$ cat src/rtl/hazard_ctrl_unit_if.sv
// -----------------------------------------------------------------------------
// hazard_ctrl_unit_if
//
// Purpose: bundles every hazard-related signal between the 5-stage pipeline
// (F/D/E/M/W) and the hazard/forwarding controller.
//
// Handshake: the controller raises mdu_start for exactly one cycle to launch
// the MDU. The MDU answers with a one-cycle mdu_done pulse. mdu_done is only
// honoured while the controller reports mdu_busy; a pulse at any other time
// is ignored. There is no backpressure on either pulse.
//
// Modports:
//   master : pipeline side. Drives stage indices/controls, redirect_E and
//            mdu_done. Receives stalls, flushes, forwarding selects, MDU
//            control and the perf counters.
//   slave  : hazard controller side (the mirror of master).
//
// Signal summary (REG_AW = register index width):
//   rs1_D/rs2_D, use_rs1_D/use_rs2_D   D-stage sources and their read enables
//   rs1_E/rs2_E                        E-stage sources (forwarding compare)
//   rd_E, reg_write_E, mem_read_E,
//   mdu_en_E                           E-stage destination and controls
//   rd_M/rd_W, reg_write_M/W           M/W destinations and write enables
//   redirect_E                         taken branch/jump resolved in E
//   mdu_done                           MDU result valid pulse
//   stall_F/D/E, flush_D/E, bubble_M   per-stage hold / NOP insertion
//   fwd_a_sel/fwd_b_sel                00 regfile, 01 M alu_result, 10 W data
//   mdu_start, mdu_busy, mdu_err       MDU launch, busy, sticky timeout flag
//   perf_stall_cyc, perf_flush_cnt     optional perf counters (0 if disabled)
// -----------------------------------------------------------------------------
interface hazard_ctrl_unit_if #(
  parameter int REG_AW = 5
);
  // D stage
  logic [REG_AW-1:0] rs1_D;
  logic [REG_AW-1:0] rs2_D;
  logic              use_rs1_D;
  logic              use_rs2_D;
  // E stage
  logic [REG_AW-1:0] rs1_E;
  logic [REG_AW-1:0] rs2_E;
  logic [REG_AW-1:0] rd_E;
  logic              reg_write_E;
  logic              mem_read_E;
  logic              mdu_en_E;
  logic              redirect_E;
  // M / W stages
  logic [REG_AW-1:0] rd_M;
  logic [REG_AW-1:0] rd_W;
  logic              reg_write_M;
  logic              reg_write_W;
  // MDU handshake
  logic              mdu_done;
  logic              mdu_start;
  logic              mdu_busy;
  logic              mdu_err;
  // Pipeline control
  logic              stall_F;
  logic              stall_D;
  logic              stall_E;
  logic              flush_D;
  logic              flush_E;
  logic              bubble_M;
  logic [1:0]        fwd_a_sel;
  logic [1:0]        fwd_b_sel;
  // Performance counters
  logic [31:0]       perf_stall_cyc;
  logic [31:0]       perf_flush_cnt;

  modport master (
    output rs1_D, rs2_D, use_rs1_D, use_rs2_D,
    output rs1_E, rs2_E, rd_E, reg_write_E, mem_read_E, mdu_en_E, redirect_E,
    output rd_M, rd_W, reg_write_M, reg_write_W,
    output mdu_done,
    input  mdu_start, mdu_busy, mdu_err,
    input  stall_F, stall_D, stall_E, flush_D, flush_E, bubble_M,
    input  fwd_a_sel, fwd_b_sel,
    input  perf_stall_cyc, perf_flush_cnt
  );

  modport slave (
    input  rs1_D, rs2_D, use_rs1_D, use_rs2_D,
    input  rs1_E, rs2_E, rd_E, reg_write_E, mem_read_E, mdu_en_E, redirect_E,
    input  rd_M, rd_W, reg_write_M, reg_write_W,
    input  mdu_done,
    output mdu_start, mdu_busy, mdu_err,
    output stall_F, stall_D, stall_E, flush_D, flush_E, bubble_M,
    output fwd_a_sel, fwd_b_sel,
    output perf_stall_cyc, perf_flush_cnt
  );
endinterface

$ cat src/rtl/hazard_ctrl_unit.sv
// -----------------------------------------------------------------------------
// hazard_ctrl_unit
//
// Purpose: centralised hazard/forwarding controller for the 5-stage RV32IMF
// pipeline. Produces per-stage stall/flush, E-stage operand forwarding
// selects, load-use bubbles, and an IDLE/BUSY/DONE FSM that holds E while the
// multi-cycle MDU (mul/div) works.
//
// Parameters:
//   REG_AW       register index width (must match the interface)
//   MDU_TIMEOUT  max BUSY cycles before a forced release; 1..2**CNT_W-1
//   CNT_W        width of the BUSY cycle counter
//
// Ports:
//   clk          rising-edge clock
//   rst_n        asynchronous active-low reset; every output reads 0 while low
//   bus          hazard_ctrl_unit_if.slave (see interface header)
//   o_dbg_state  current FSM state (0 IDLE, 1 BUSY, 2 DONE)
//
// Optional feature: define HAZARD_PERF_EN to build the two 32-bit perf
// counters (cycles with any stall high, cycles with flush_D high). Without
// it the perf outputs are tied to 0 and no counter flops exist.
// -----------------------------------------------------------------------------
module hazard_ctrl_unit #(
  parameter int REG_AW      = 5,
  parameter int MDU_TIMEOUT = 64,
  parameter int CNT_W       = 7
) (
  input  logic               clk,
  input  logic               rst_n,
  hazard_ctrl_unit_if.slave  bus,
  output logic [1:0]         o_dbg_state
);

  typedef enum logic [1:0] {
    ST_IDLE = 2'd0,
    ST_BUSY = 2'd1,
    ST_DONE = 2'd2
  } state_t;

  localparam logic [CNT_W-1:0] L_TIMEOUT = CNT_W'(MDU_TIMEOUT);
  localparam logic [1:0]       L_FWD_RF  = 2'b00;
  localparam logic [1:0]       L_FWD_M   = 2'b01;
  localparam logic [1:0]       L_FWD_W   = 2'b10;

  // ---------------------------------------------------------------------------
  // State
  // ---------------------------------------------------------------------------
  state_t             r_state;
  state_t             w_state_nxt;
  logic [CNT_W-1:0]   r_cnt;
  logic [CNT_W-1:0]   w_cnt_nxt;
  logic [CNT_W-1:0]   w_cnt_inc;
  logic               r_err;
  logic               w_err_nxt;

  // Raw (ungated) control decisions
  logic               w_stall_F;
  logic               w_stall_D;
  logic               w_stall_E;
  logic               w_flush_D;
  logic               w_flush_E;
  logic               w_bubble_M;
  logic               w_mdu_start;
  logic               w_mdu_busy;
  logic [1:0]         w_fwd_a;
  logic [1:0]         w_fwd_b;
  logic               w_load_use;
  logic               w_timeout;

  // Local copies of the indices at the module's own width
  logic [REG_AW-1:0]  w_rs1_D;
  logic [REG_AW-1:0]  w_rs2_D;
  logic [REG_AW-1:0]  w_rs1_E;
  logic [REG_AW-1:0]  w_rs2_E;
  logic [REG_AW-1:0]  w_rd_E;
  logic [REG_AW-1:0]  w_rd_M;
  logic [REG_AW-1:0]  w_rd_W;

  assign w_rs1_D = bus.rs1_D;
  assign w_rs2_D = bus.rs2_D;
  assign w_rs1_E = bus.rs1_E;
  assign w_rs2_E = bus.rs2_E;
  assign w_rd_E  = bus.rd_E;
  assign w_rd_M  = bus.rd_M;
  assign w_rd_W  = bus.rd_W;

  // ---------------------------------------------------------------------------
  // Forwarding: the younger producer (M) wins over W; x0 never forwards.
  // ---------------------------------------------------------------------------
  always_comb begin
    w_fwd_a = L_FWD_RF;
    if (bus.reg_write_M && (w_rd_M != '0) && (w_rd_M == w_rs1_E)) begin
      w_fwd_a = L_FWD_M;
    end else if (bus.reg_write_W && (w_rd_W != '0) && (w_rd_W == w_rs1_E)) begin
      w_fwd_a = L_FWD_W;
    end
  end

  always_comb begin
    w_fwd_b = L_FWD_RF;
    if (bus.reg_write_M && (w_rd_M != '0) && (w_rd_M == w_rs2_E)) begin
      w_fwd_b = L_FWD_M;
    end else if (bus.reg_write_W && (w_rd_W != '0) && (w_rd_W == w_rs2_E)) begin
      w_fwd_b = L_FWD_W;
    end
  end

  // ---------------------------------------------------------------------------
  // Load-use detect: a load in E whose result the D instruction needs cannot
  // be forwarded in time, so D waits one cycle behind a bubble in E.
  // ---------------------------------------------------------------------------
  always_comb begin
    w_load_use = 1'b0;
    if (bus.mem_read_E && bus.reg_write_E && (w_rd_E != '0)) begin
      w_load_use = (bus.use_rs1_D && (w_rs1_D == w_rd_E)) ||
                   (bus.use_rs2_D && (w_rs2_D == w_rd_E));
    end
  end

  // The counter holds the number of BUSY cycles already completed, so the
  // incremented value equals MDU_TIMEOUT in the MDU_TIMEOUT-th BUSY cycle.
  assign w_cnt_inc = r_cnt + CNT_W'(1);
  assign w_timeout = (w_cnt_inc == L_TIMEOUT);

  // ---------------------------------------------------------------------------
  // FSM: state register
  // ---------------------------------------------------------------------------
  always_ff @(posedge clk or negedge rst_n) begin
    if (!rst_n) begin
      r_state <= ST_IDLE;
      r_cnt   <= '0;
      r_err   <= 1'b0;
    end else begin
      r_state <= w_state_nxt;
      r_cnt   <= w_cnt_nxt;
      r_err   <= w_err_nxt;
    end
  end

  // ---------------------------------------------------------------------------
  // FSM: next state and outputs
  // ---------------------------------------------------------------------------
  always_comb begin
    w_state_nxt = r_state;
    w_cnt_nxt   = r_cnt;
    w_err_nxt   = r_err;
    w_stall_F   = 1'b0;
    w_stall_D   = 1'b0;
    w_stall_E   = 1'b0;
    w_flush_D   = 1'b0;
    w_flush_E   = 1'b0;
    w_bubble_M  = 1'b0;
    w_mdu_start = 1'b0;
    w_mdu_busy  = 1'b0;

    unique case (r_state)
      ST_IDLE: begin
        // A redirect squashes the wrong-path D and E instructions; it must
        // not also stall, or the fetch of the target would be lost.
        if (bus.redirect_E) begin
          w_flush_D = 1'b1;
          w_flush_E = 1'b1;
        end else if (w_load_use) begin
          w_stall_F = 1'b1;
          w_stall_D = 1'b1;
          w_flush_E = 1'b1;
        end
        // An MDU op on the wrong path of a redirect is never launched.
        if (bus.mdu_en_E && !bus.redirect_E) begin
          w_mdu_start = 1'b1;
          w_cnt_nxt   = '0;
          w_state_nxt = ST_BUSY;
        end
      end

      ST_BUSY: begin
        // Hold everything up to E; M receives NOPs so the held op in E is
        // not duplicated down the pipe.
        w_stall_F  = 1'b1;
        w_stall_D  = 1'b1;
        w_stall_E  = 1'b1;
        w_bubble_M = 1'b1;
        w_mdu_busy = 1'b1;
        w_cnt_nxt  = w_cnt_inc;
        if (bus.mdu_done) begin
          // A done arriving together with the timeout is a normal finish.
          w_state_nxt = ST_DONE;
        end else if (w_timeout) begin
          w_state_nxt = ST_DONE;
          w_err_nxt   = 1'b1;
        end
      end

      ST_DONE: begin
        // E advances with the result this cycle; the op still visible in E
        // is the finished one, so neither a restart nor hazard checks apply.
        w_cnt_nxt   = '0;
        w_state_nxt = ST_IDLE;
      end

      default: begin
        w_cnt_nxt   = '0;
        w_state_nxt = ST_IDLE;
      end
    endcase
  end

  // ---------------------------------------------------------------------------
  // Outputs. Combinational outputs are gated so the whole block reads 0 while
  // reset is held, regardless of what the pipeline presents.
  // ---------------------------------------------------------------------------
  assign bus.stall_F   = rst_n & w_stall_F;
  assign bus.stall_D   = rst_n & w_stall_D;
  assign bus.stall_E   = rst_n & w_stall_E;
  assign bus.flush_D   = rst_n & w_flush_D;
  assign bus.flush_E   = rst_n & w_flush_E;
  assign bus.bubble_M  = rst_n & w_bubble_M;
  assign bus.mdu_start = rst_n & w_mdu_start;
  assign bus.mdu_busy  = rst_n & w_mdu_busy;
  assign bus.mdu_err   = r_err;
  assign bus.fwd_a_sel = rst_n ? w_fwd_a : L_FWD_RF;
  assign bus.fwd_b_sel = rst_n ? w_fwd_b : L_FWD_RF;
  assign o_dbg_state   = r_state;

  // ---------------------------------------------------------------------------
  // Optional performance counters (free-running, wrap at 2**32)
  // ---------------------------------------------------------------------------
`ifdef HAZARD_PERF_EN
  logic [31:0] r_perf_stall;
  logic [31:0] r_perf_flush;
  logic        w_any_stall;

  assign w_any_stall = w_stall_F | w_stall_D | w_stall_E;

  always_ff @(posedge clk or negedge rst_n) begin
    if (!rst_n) begin
      r_perf_stall <= '0;
      r_perf_flush <= '0;
    end else begin
      if (w_any_stall) begin
        r_perf_stall <= r_perf_stall + 32'd1;
      end
      if (w_flush_D) begin
        r_perf_flush <= r_perf_flush + 32'd1;
      end
    end
  end

  assign bus.perf_stall_cyc = r_perf_stall;
  assign bus.perf_flush_cnt = r_perf_flush;
`else
  assign bus.perf_stall_cyc = '0;
  assign bus.perf_flush_cnt = '0;
`endif

endmodule

$ cat src/flat_wrapper.sv
// flat-port wrapper written by rule: the top's interface ports become plain ports
module hazard_ctrl_unit_flat 
#(
  parameter int REG_AW      = 5,
  parameter int MDU_TIMEOUT = 64,
  parameter int CNT_W       = 7
)
  (clk, rst_n, o_dbg_state, bus_rs1_D, bus_rs2_D, bus_use_rs1_D, bus_use_rs2_D, bus_rs1_E, bus_rs2_E, bus_rd_E, bus_reg_write_E, bus_mem_read_E, bus_mdu_en_E, bus_redirect_E, bus_rd_M, bus_rd_W, bus_reg_write_M, bus_reg_write_W, bus_mdu_done, bus_mdu_start, bus_mdu_busy, bus_mdu_err, bus_stall_F, bus_stall_D, bus_stall_E, bus_flush_D, bus_flush_E, bus_bubble_M, bus_fwd_a_sel, bus_fwd_b_sel, bus_perf_stall_cyc, bus_perf_flush_cnt);
  hazard_ctrl_unit_if #(.REG_AW(REG_AW)) bus_i ();
  input  logic clk;
  input  logic rst_n;
  output logic [1:0] o_dbg_state;
  input wire logic [$bits(bus_i.rs1_D)-1:0] bus_rs1_D;
  input wire logic [$bits(bus_i.rs2_D)-1:0] bus_rs2_D;
  input wire logic [$bits(bus_i.use_rs1_D)-1:0] bus_use_rs1_D;
  input wire logic [$bits(bus_i.use_rs2_D)-1:0] bus_use_rs2_D;
  input wire logic [$bits(bus_i.rs1_E)-1:0] bus_rs1_E;
  input wire logic [$bits(bus_i.rs2_E)-1:0] bus_rs2_E;
  input wire logic [$bits(bus_i.rd_E)-1:0] bus_rd_E;
  input wire logic [$bits(bus_i.reg_write_E)-1:0] bus_reg_write_E;
  input wire logic [$bits(bus_i.mem_read_E)-1:0] bus_mem_read_E;
  input wire logic [$bits(bus_i.mdu_en_E)-1:0] bus_mdu_en_E;
  input wire logic [$bits(bus_i.redirect_E)-1:0] bus_redirect_E;
  input wire logic [$bits(bus_i.rd_M)-1:0] bus_rd_M;
  input wire logic [$bits(bus_i.rd_W)-1:0] bus_rd_W;
  input wire logic [$bits(bus_i.reg_write_M)-1:0] bus_reg_write_M;
  input wire logic [$bits(bus_i.reg_write_W)-1:0] bus_reg_write_W;
  input wire logic [$bits(bus_i.mdu_done)-1:0] bus_mdu_done;
  output wire logic [$bits(bus_i.mdu_start)-1:0] bus_mdu_start;
  output wire logic [$bits(bus_i.mdu_busy)-1:0] bus_mdu_busy;
  output wire logic [$bits(bus_i.mdu_err)-1:0] bus_mdu_err;
  output wire logic [$bits(bus_i.stall_F)-1:0] bus_stall_F;
  output wire logic [$bits(bus_i.stall_D)-1:0] bus_stall_D;
  output wire logic [$bits(bus_i.stall_E)-1:0] bus_stall_E;
  output wire logic [$bits(bus_i.flush_D)-1:0] bus_flush_D;
  output wire logic [$bits(bus_i.flush_E)-1:0] bus_flush_E;
  output wire logic [$bits(bus_i.bubble_M)-1:0] bus_bubble_M;
  output wire logic [$bits(bus_i.fwd_a_sel)-1:0] bus_fwd_a_sel;
  output wire logic [$bits(bus_i.fwd_b_sel)-1:0] bus_fwd_b_sel;
  output wire logic [$bits(bus_i.perf_stall_cyc)-1:0] bus_perf_stall_cyc;
  output wire logic [$bits(bus_i.perf_flush_cnt)-1:0] bus_perf_flush_cnt;
  assign bus_i.rs1_D = bus_rs1_D;
  assign bus_i.rs2_D = bus_rs2_D;
  assign bus_i.use_rs1_D = bus_use_rs1_D;
  assign bus_i.use_rs2_D = bus_use_rs2_D;
  assign bus_i.rs1_E = bus_rs1_E;
  assign bus_i.rs2_E = bus_rs2_E;
  assign bus_i.rd_E = bus_rd_E;
  assign bus_i.reg_write_E = bus_reg_write_E;
  assign bus_i.mem_read_E = bus_mem_read_E;
  assign bus_i.mdu_en_E = bus_mdu_en_E;
  assign bus_i.redirect_E = bus_redirect_E;
  assign bus_i.rd_M = bus_rd_M;
  assign bus_i.rd_W = bus_rd_W;
  assign bus_i.reg_write_M = bus_reg_write_M;
  assign bus_i.reg_write_W = bus_reg_write_W;
  assign bus_i.mdu_done = bus_mdu_done;
  assign bus_mdu_start = bus_i.mdu_start;
  assign bus_mdu_busy = bus_i.mdu_busy;
  assign bus_mdu_err = bus_i.mdu_err;
  assign bus_stall_F = bus_i.stall_F;
  assign bus_stall_D = bus_i.stall_D;
  assign bus_stall_E = bus_i.stall_E;
  assign bus_flush_D = bus_i.flush_D;
  assign bus_flush_E = bus_i.flush_E;
  assign bus_bubble_M = bus_i.bubble_M;
  assign bus_fwd_a_sel = bus_i.fwd_a_sel;
  assign bus_fwd_b_sel = bus_i.fwd_b_sel;
  assign bus_perf_stall_cyc = bus_i.perf_stall_cyc;
  assign bus_perf_flush_cnt = bus_i.perf_flush_cnt;
  hazard_ctrl_unit #(.REG_AW(REG_AW), .MDU_TIMEOUT(MDU_TIMEOUT), .CNT_W(CNT_W)) u_core (.clk(clk), .rst_n(rst_n), .bus(bus_i), .o_dbg_state(o_dbg_state));
endmodule
$ cat config.mk
export PLATFORM = sky130hd
export DESIGN_NAME = hazard_ctrl_unit_flat
export DESIGN_NICKNAME = d
export VERILOG_FILES = /design/src/rtl/hazard_ctrl_unit_if.sv /design/src/rtl/hazard_ctrl_unit.sv /design/src/flat_wrapper.sv
export SDC_FILE = /design/constraint.sdc
export NUM_CORES = 1
export LEC_CHECK = 0
export ABC_AREA = 1
export ABC_CLOCK_PERIOD_IN_PS = 3500
export CORE_UTILIZATION = 38
export CTS_BUF_LIST = sky130_fd_sc_hd__clkbuf_4 sky130_fd_sc_hd__clkbuf_8
export CTS_CLUSTER_DIAMETER = 80
export DETAILED_ROUTE_END_ITERATION = 12
export PLACE_DENSITY = 0.89
export SYNTH_ARGS = -nofsm -noshare
export SYNTH_HDL_FRONTEND = slang
export SYNTH_SLANG_ARGS = --single-unit
$ cat constraint.sdc
create_clock -name clk -period 3.5 [get_ports clk]
set_input_delay 0.525 -clock clk [delete_from_list [all_inputs] [get_ports clk]]
set_output_delay 0.525 -clock clk [all_outputs]
set_load 0.005 [all_outputs]
### Word-level counts from Yosys, hierarchy flattened

Cells that the tools add are included.
Widths: inputs -> output; s select.

* flip-flop bits (word level): 10
* bits of input ports: 46

* add/sub/neg operators: 1
* eq/ne operators: 10
* mux-type cells: 23
* bitwise operators: 6
* reductions and logical operators: 19

Operator list (count)
* $eq 5x5->1: 6
* $mux 2: 9
* $reduce_bool 5->1: 3
* $pmux 7 s2: 1
* $logic_and 1x1->1: 11
* $mux 1: 10
* $add 7x1->7 const B: 1
* $eq 7x7->1 const B: 1
* $mux 7: 1
* $and 1x1->1: 5
* $pmux 2 s2: 1
* $ne 3x2->1 const B: 1
* $reduce_and 3->1: 1
* $eq 2x1->1 const B: 1
* $logic_not 2->1: 1
* $ne 2x1->1 const B: 1
* $pmux 1 s2: 1
* $reduce_and 2->1: 1
* $logic_not 1->1: 1
* $logic_or 1x1->1: 1
* $not 1->1: 1

### Logic depth before layout (Yosys ltp)

* depth after elaboration: 8
* depth in mapped cells: 10
* mapped depth without buffers: 10

### Worst setup path after synthesis

OpenSTA, ideal clock, no wires.

* path kind: register -> output
* from: register u_core.r_state[1], in the netlist u_core.o_dbg_state[1]
* to: output port bus_stall_F
* data arrival time: 1.144 ns
* slack: 1.831 ns
* stages on the path, launching flop included: 7
* cells stage by stage: dfrtp_1 > nor2_4 > inv_1 > nor2_1 > inv_1 > nand2_1 > buf_4

* longest elaborated chain between the ends: 3
* elaborated cells between the ends (all ways): 4
* those cells by class: eq/ne: 1; mux: 1; bitwise: 1; reduce/logical: 1

Ends and longest elaborated chain
* start, declared: RTL line hazard_ctrl_unit.sv:49 `state_t r_state;`
* start signal, assigned: RTL line hazard_ctrl_unit.sv:135 `r_state <= w_state_nxt;`
* $eq 2x1->1 / $logic_not 2->1 (equally long branches)
* $pmux 1 s2 (*)
* $and 1x1->1 (*)
* end, declared: RTL line flat_wrapper.sv:32 `output wire logic [$bits(bus_i.stall_F)-1:0] bus_stall_F;`

Mark *: on every way between the ends. The rest lies on a longest branch, timed or not.

### Worst setup path after layout

* from: input port bus_rd_W[2]
* to: output port bus_fwd_b_sel[1]

* longest elaborated chain between the ends: 6
* elaborated cells between the ends (all ways): 7
* those cells by class: eq/ne: 1; mux: 3; reduce/logical: 3

Ends and longest elaborated chain
* start, declared: RTL line flat_wrapper.sv:25 `input wire logic [$bits(bus_i.rd_W)-1:0] bus_rd_W;`
* $reduce_bool 5->1: RTL line hazard_ctrl_unit.sv:104 `end else if (bus.reg_write_W && (w_rd_W != '0) && (w_rd_W == w_rs2_E)) begin`
* $logic_and 1x1->1: RTL line hazard_ctrl_unit.sv:104
* $logic_and 1x1->1 (*): RTL line hazard_ctrl_unit.sv:104
* $mux 2 (*): RTL line hazard_ctrl_unit.sv:104
* $mux 2 (*): RTL line hazard_ctrl_unit.sv:102 `if (bus.reg_write_M && (w_rd_M != '0) && (w_rd_M == w_rs2_E)) begin`
* $mux 2 (*): RTL line hazard_ctrl_unit.sv:223 `assign bus.fwd_b_sel = rst_n ? w_fwd_b : L_FWD_RF;`
* end, declared: RTL line flat_wrapper.sv:39 `output wire logic [$bits(bus_i.fwd_b_sel)-1:0] bus_fwd_b_sel;`

Marked as above.

==> results.json <==
{
  "cp_max_fo": 3,
  "ff2ff_path_depth": 9,
  "initial_core_util": 0.4029,
  "fillCellCount": 416,
  "syn_area_per_cell_um2": 6.357,
  "whs_endpoint": "u_core.bus.mdu_err$_DFFE_PN0P_",
  "gr-usage-all-layers": 0.1699,
  "synthesis.area_um2": 1647,
  "yosys_most_used_dff": "dfrtp_1",
  "end_kind": "output port",
  "cts_tree": "yes",
  "drt_iter0_markers": 68,
  "ant_nets": 0,
  "gp_congestion": 0.7861,
  "grt_setup_unrepaired": "no",
  "cts_max_level": 1,
  "vias": 1492,
  "worstHoldStart": "u_core.bus.mdu_err$_DFFE_PN0P_",
  "fin_nets": 369,
  "place_ws_ps": 784.4,
  "ys_types": 26,
  "ys_seq_area_frac": 0.1520,
  "synthTopCellsByArea": "buf_4 31%, dfrtp_1 15%, nand2_1 12%",
  "antenna_found_initial": 0,
  "fmax_ghz": 0.3672,
  "fin_tns_setup_ps": 0,
  "ys_warn_count": 0,
  "yosys.area.top_type_share": 0.3055,
  "fin_skew_ps": 4.768,
  "grt_pass1_wl_mm": 5.775,
  "finalSetupViolCount": 0,
  "drc": 0,
  "grt_pass1_vias": 1365,
  "r2r_setup_slack_ps": 2010,
  "layout-drive-gt1-share": 0.05000,
  "cts_buffer_depth": 2,
  "placementRows": 23,
  "r2r-start": "u_core.r_cnt[1]$_DFFE_PN0P_",
  "port_buffers": 60,
  "pwr_density_cell_nw_per_um2": 260.9,
  "hp-class": "flop to flop",
  "clk_latency_ps": 240,
  "die_h_um": 67.83,
  "io_pins": 125,
  "fin_ws_ps": 776.3,
  "maxSlewViolCount": 0,
  "dp_hpwl_mm": 3.264,
  "leakage_nw": 1.105,
  "arrival_ps": 2200,
  "status": "complete, no violations",
  "synth-edff-count": 0,
  "multi_input_area_um2": 1002,
  "cts_inserted_buffers": 3,
  "r2r-end": "u_core.o_dbg_state[0]$_DFFE_PN0P_",
  "synth.most_common_cell": "buf_4",
  "post_cts_buffers": 0,
  "numClockSinks": 10,
  "syn_inst": 259,
  "period_share": 0.7782,
  "ir_drop_v": 0.0001303,
  "async_flop_share": 1.000,
  "design.core.area_um2": 4086,
  "crit_start": "bus_rd_W[2]",
  "dieArea_um2": 4600,
  "final_util": 0.5153,
  "clkTransAtPathRegs_ps": 50,
  "wl_mm": 3.706,
  "cap_violations": 0,
  "crit_type": "input port to output port",
  "synth_top_area_cell": "buf_4",
  "gr-total-overflow": 0,
  "finalHoldViolations": 0,
  "cp_data_required_time_ps": 2970,
  "routed_via_density": 4.032,
  "post_drt_wl_per_cell_um": 10.02,
  "n_antenna_cell": 0,
  "start_kind": "input port",
  "ys_top_cells_by_count": "67 x buf_4, 52 x nand2_1, 33 x inv_1",
  "first_pass_iters": 4,
  "period_minus_slack_ps": 2724,
  "ys_seq_elements": 10,
  "seq_area_um2": 250.2,
  "grt_max_degree": 12,
  "area_delta_synth_final_pct": 27.89,
  "hold_buffers": 0,
  "die_w_um": 67.83,
  "clock_tree.root_cell": "clkbuf_8",
  "min_path_cells": 1,
  "cts_resized": 0
}
[worst max-delay path, stage by stage]
cell	delay (ps)
clkdlybuf4s50_1	550
xnor2_1	140
nand3_1	100
nor2_1	110
nand3_1	80
nor2_1	140
clkdlybuf4s50_1	550
[cell usage in the layout (no fill, tap or decap), drive strengths merged]
master / netlist / final
a21oi: 1 / 1
xnor2: 10 / 10
nand4: 2 / 2
o22ai: 2 / 2
ha: 2 / 2
or2: 2 / 2
nor2: 34 / 34
buf: 67 / 1
nand3b: 1 / 1
o21bai: 2 / 2
nand2: 54 / 54
nor3: 2 / 2
conb: 1 / 64
clkbuf: 0 / 4
o21ai: 7 / 7
a32o: 1 / 1
inv: 34 / 34
clkdlybuf4s50: 0 / 60
xor2: 9 / 9
a21boi: 1 / 1
dfrtp: 10 / 10
nand3: 17 / 17
[metal layers]
layer,global-route usage,vias up,part of all wire
li1,-,780,-
met1,0.1638,637,0.36
met2,0.3391,69,0.56
met3,0.05333,6,0.075
met4,0.04688,0,0.012
met5,0,-,0
[flip-flops by register name, indices dropped and copies added, names as in the netlist]
signal	flops
u_core.r_cnt	7
u_core.o_dbg_state	2
u_core.bus.mdu_err	1
[power breakdown]
group          switching [W]  total [W]  internal, W
clock              0.0000501   0.000149    0.0000993
sequential         0.0000242   0.000158     0.000134
combinational       0.000121   0.000242     0.000121
total               0.000196   0.000549     0.000354
[logic make-up after synthesis]
kind of cell	after synthesis	share of synthesized area
compound gates	14	0.05623
xor+xnor	19	0.1011
fa+ha+maj	2	0.01520
buf+inv	101	0.3830
flops	10	0.1520
simple gates	112	0.2903
other cells	1	0.002277
[cell type report]
| type | count | area share |
|---|---|---|
| Multi-Input combinational cell | 211 | 0.4759 |
| Timing Repair Buffer | 61 | 0.2888 |
| Sequential cell | 10 | 0.1188 |
| Inverter | 34 | 0.06061 |
| Tap cell | 50 | 0.02971 |
| Clock buffer | 4 | 0.02614 |
[per-stage QoR]
stage / std cells / area [um^2] / hold WS [ps] / power (W)
after floorplan: 322 / 1883 / 229.4 / 0.0003313
after global placement: 366 / 2051 / 463.6 / 0.0003929
after detailed placement: 366 / 2051 / 482.2 / 0.0004019
after CTS: 370 / 2106 / 494.2 / 0.0005527
after global routing: 370 / 2106 / 506.7 / 0.0005964
final: 370 / 2106 / 486.6 / 0.0005494
[how the worst max path moves through the flow]
stage,cells past startpoint,to,slack (ps)
2_1_floorplan,6,bus_stall_F,1830
3_3_place_gp,10,bus_stall_D,810
3_5_place_dp,7,bus_fwd_b_sel[1],780
4_1_cts,10,bus_stall_D,770
5_1_grt,10,bus_stall_D,610
6_report,7,bus_fwd_b_sel[1],780
No activity file was read; power rests on OpenSTA's default activity.
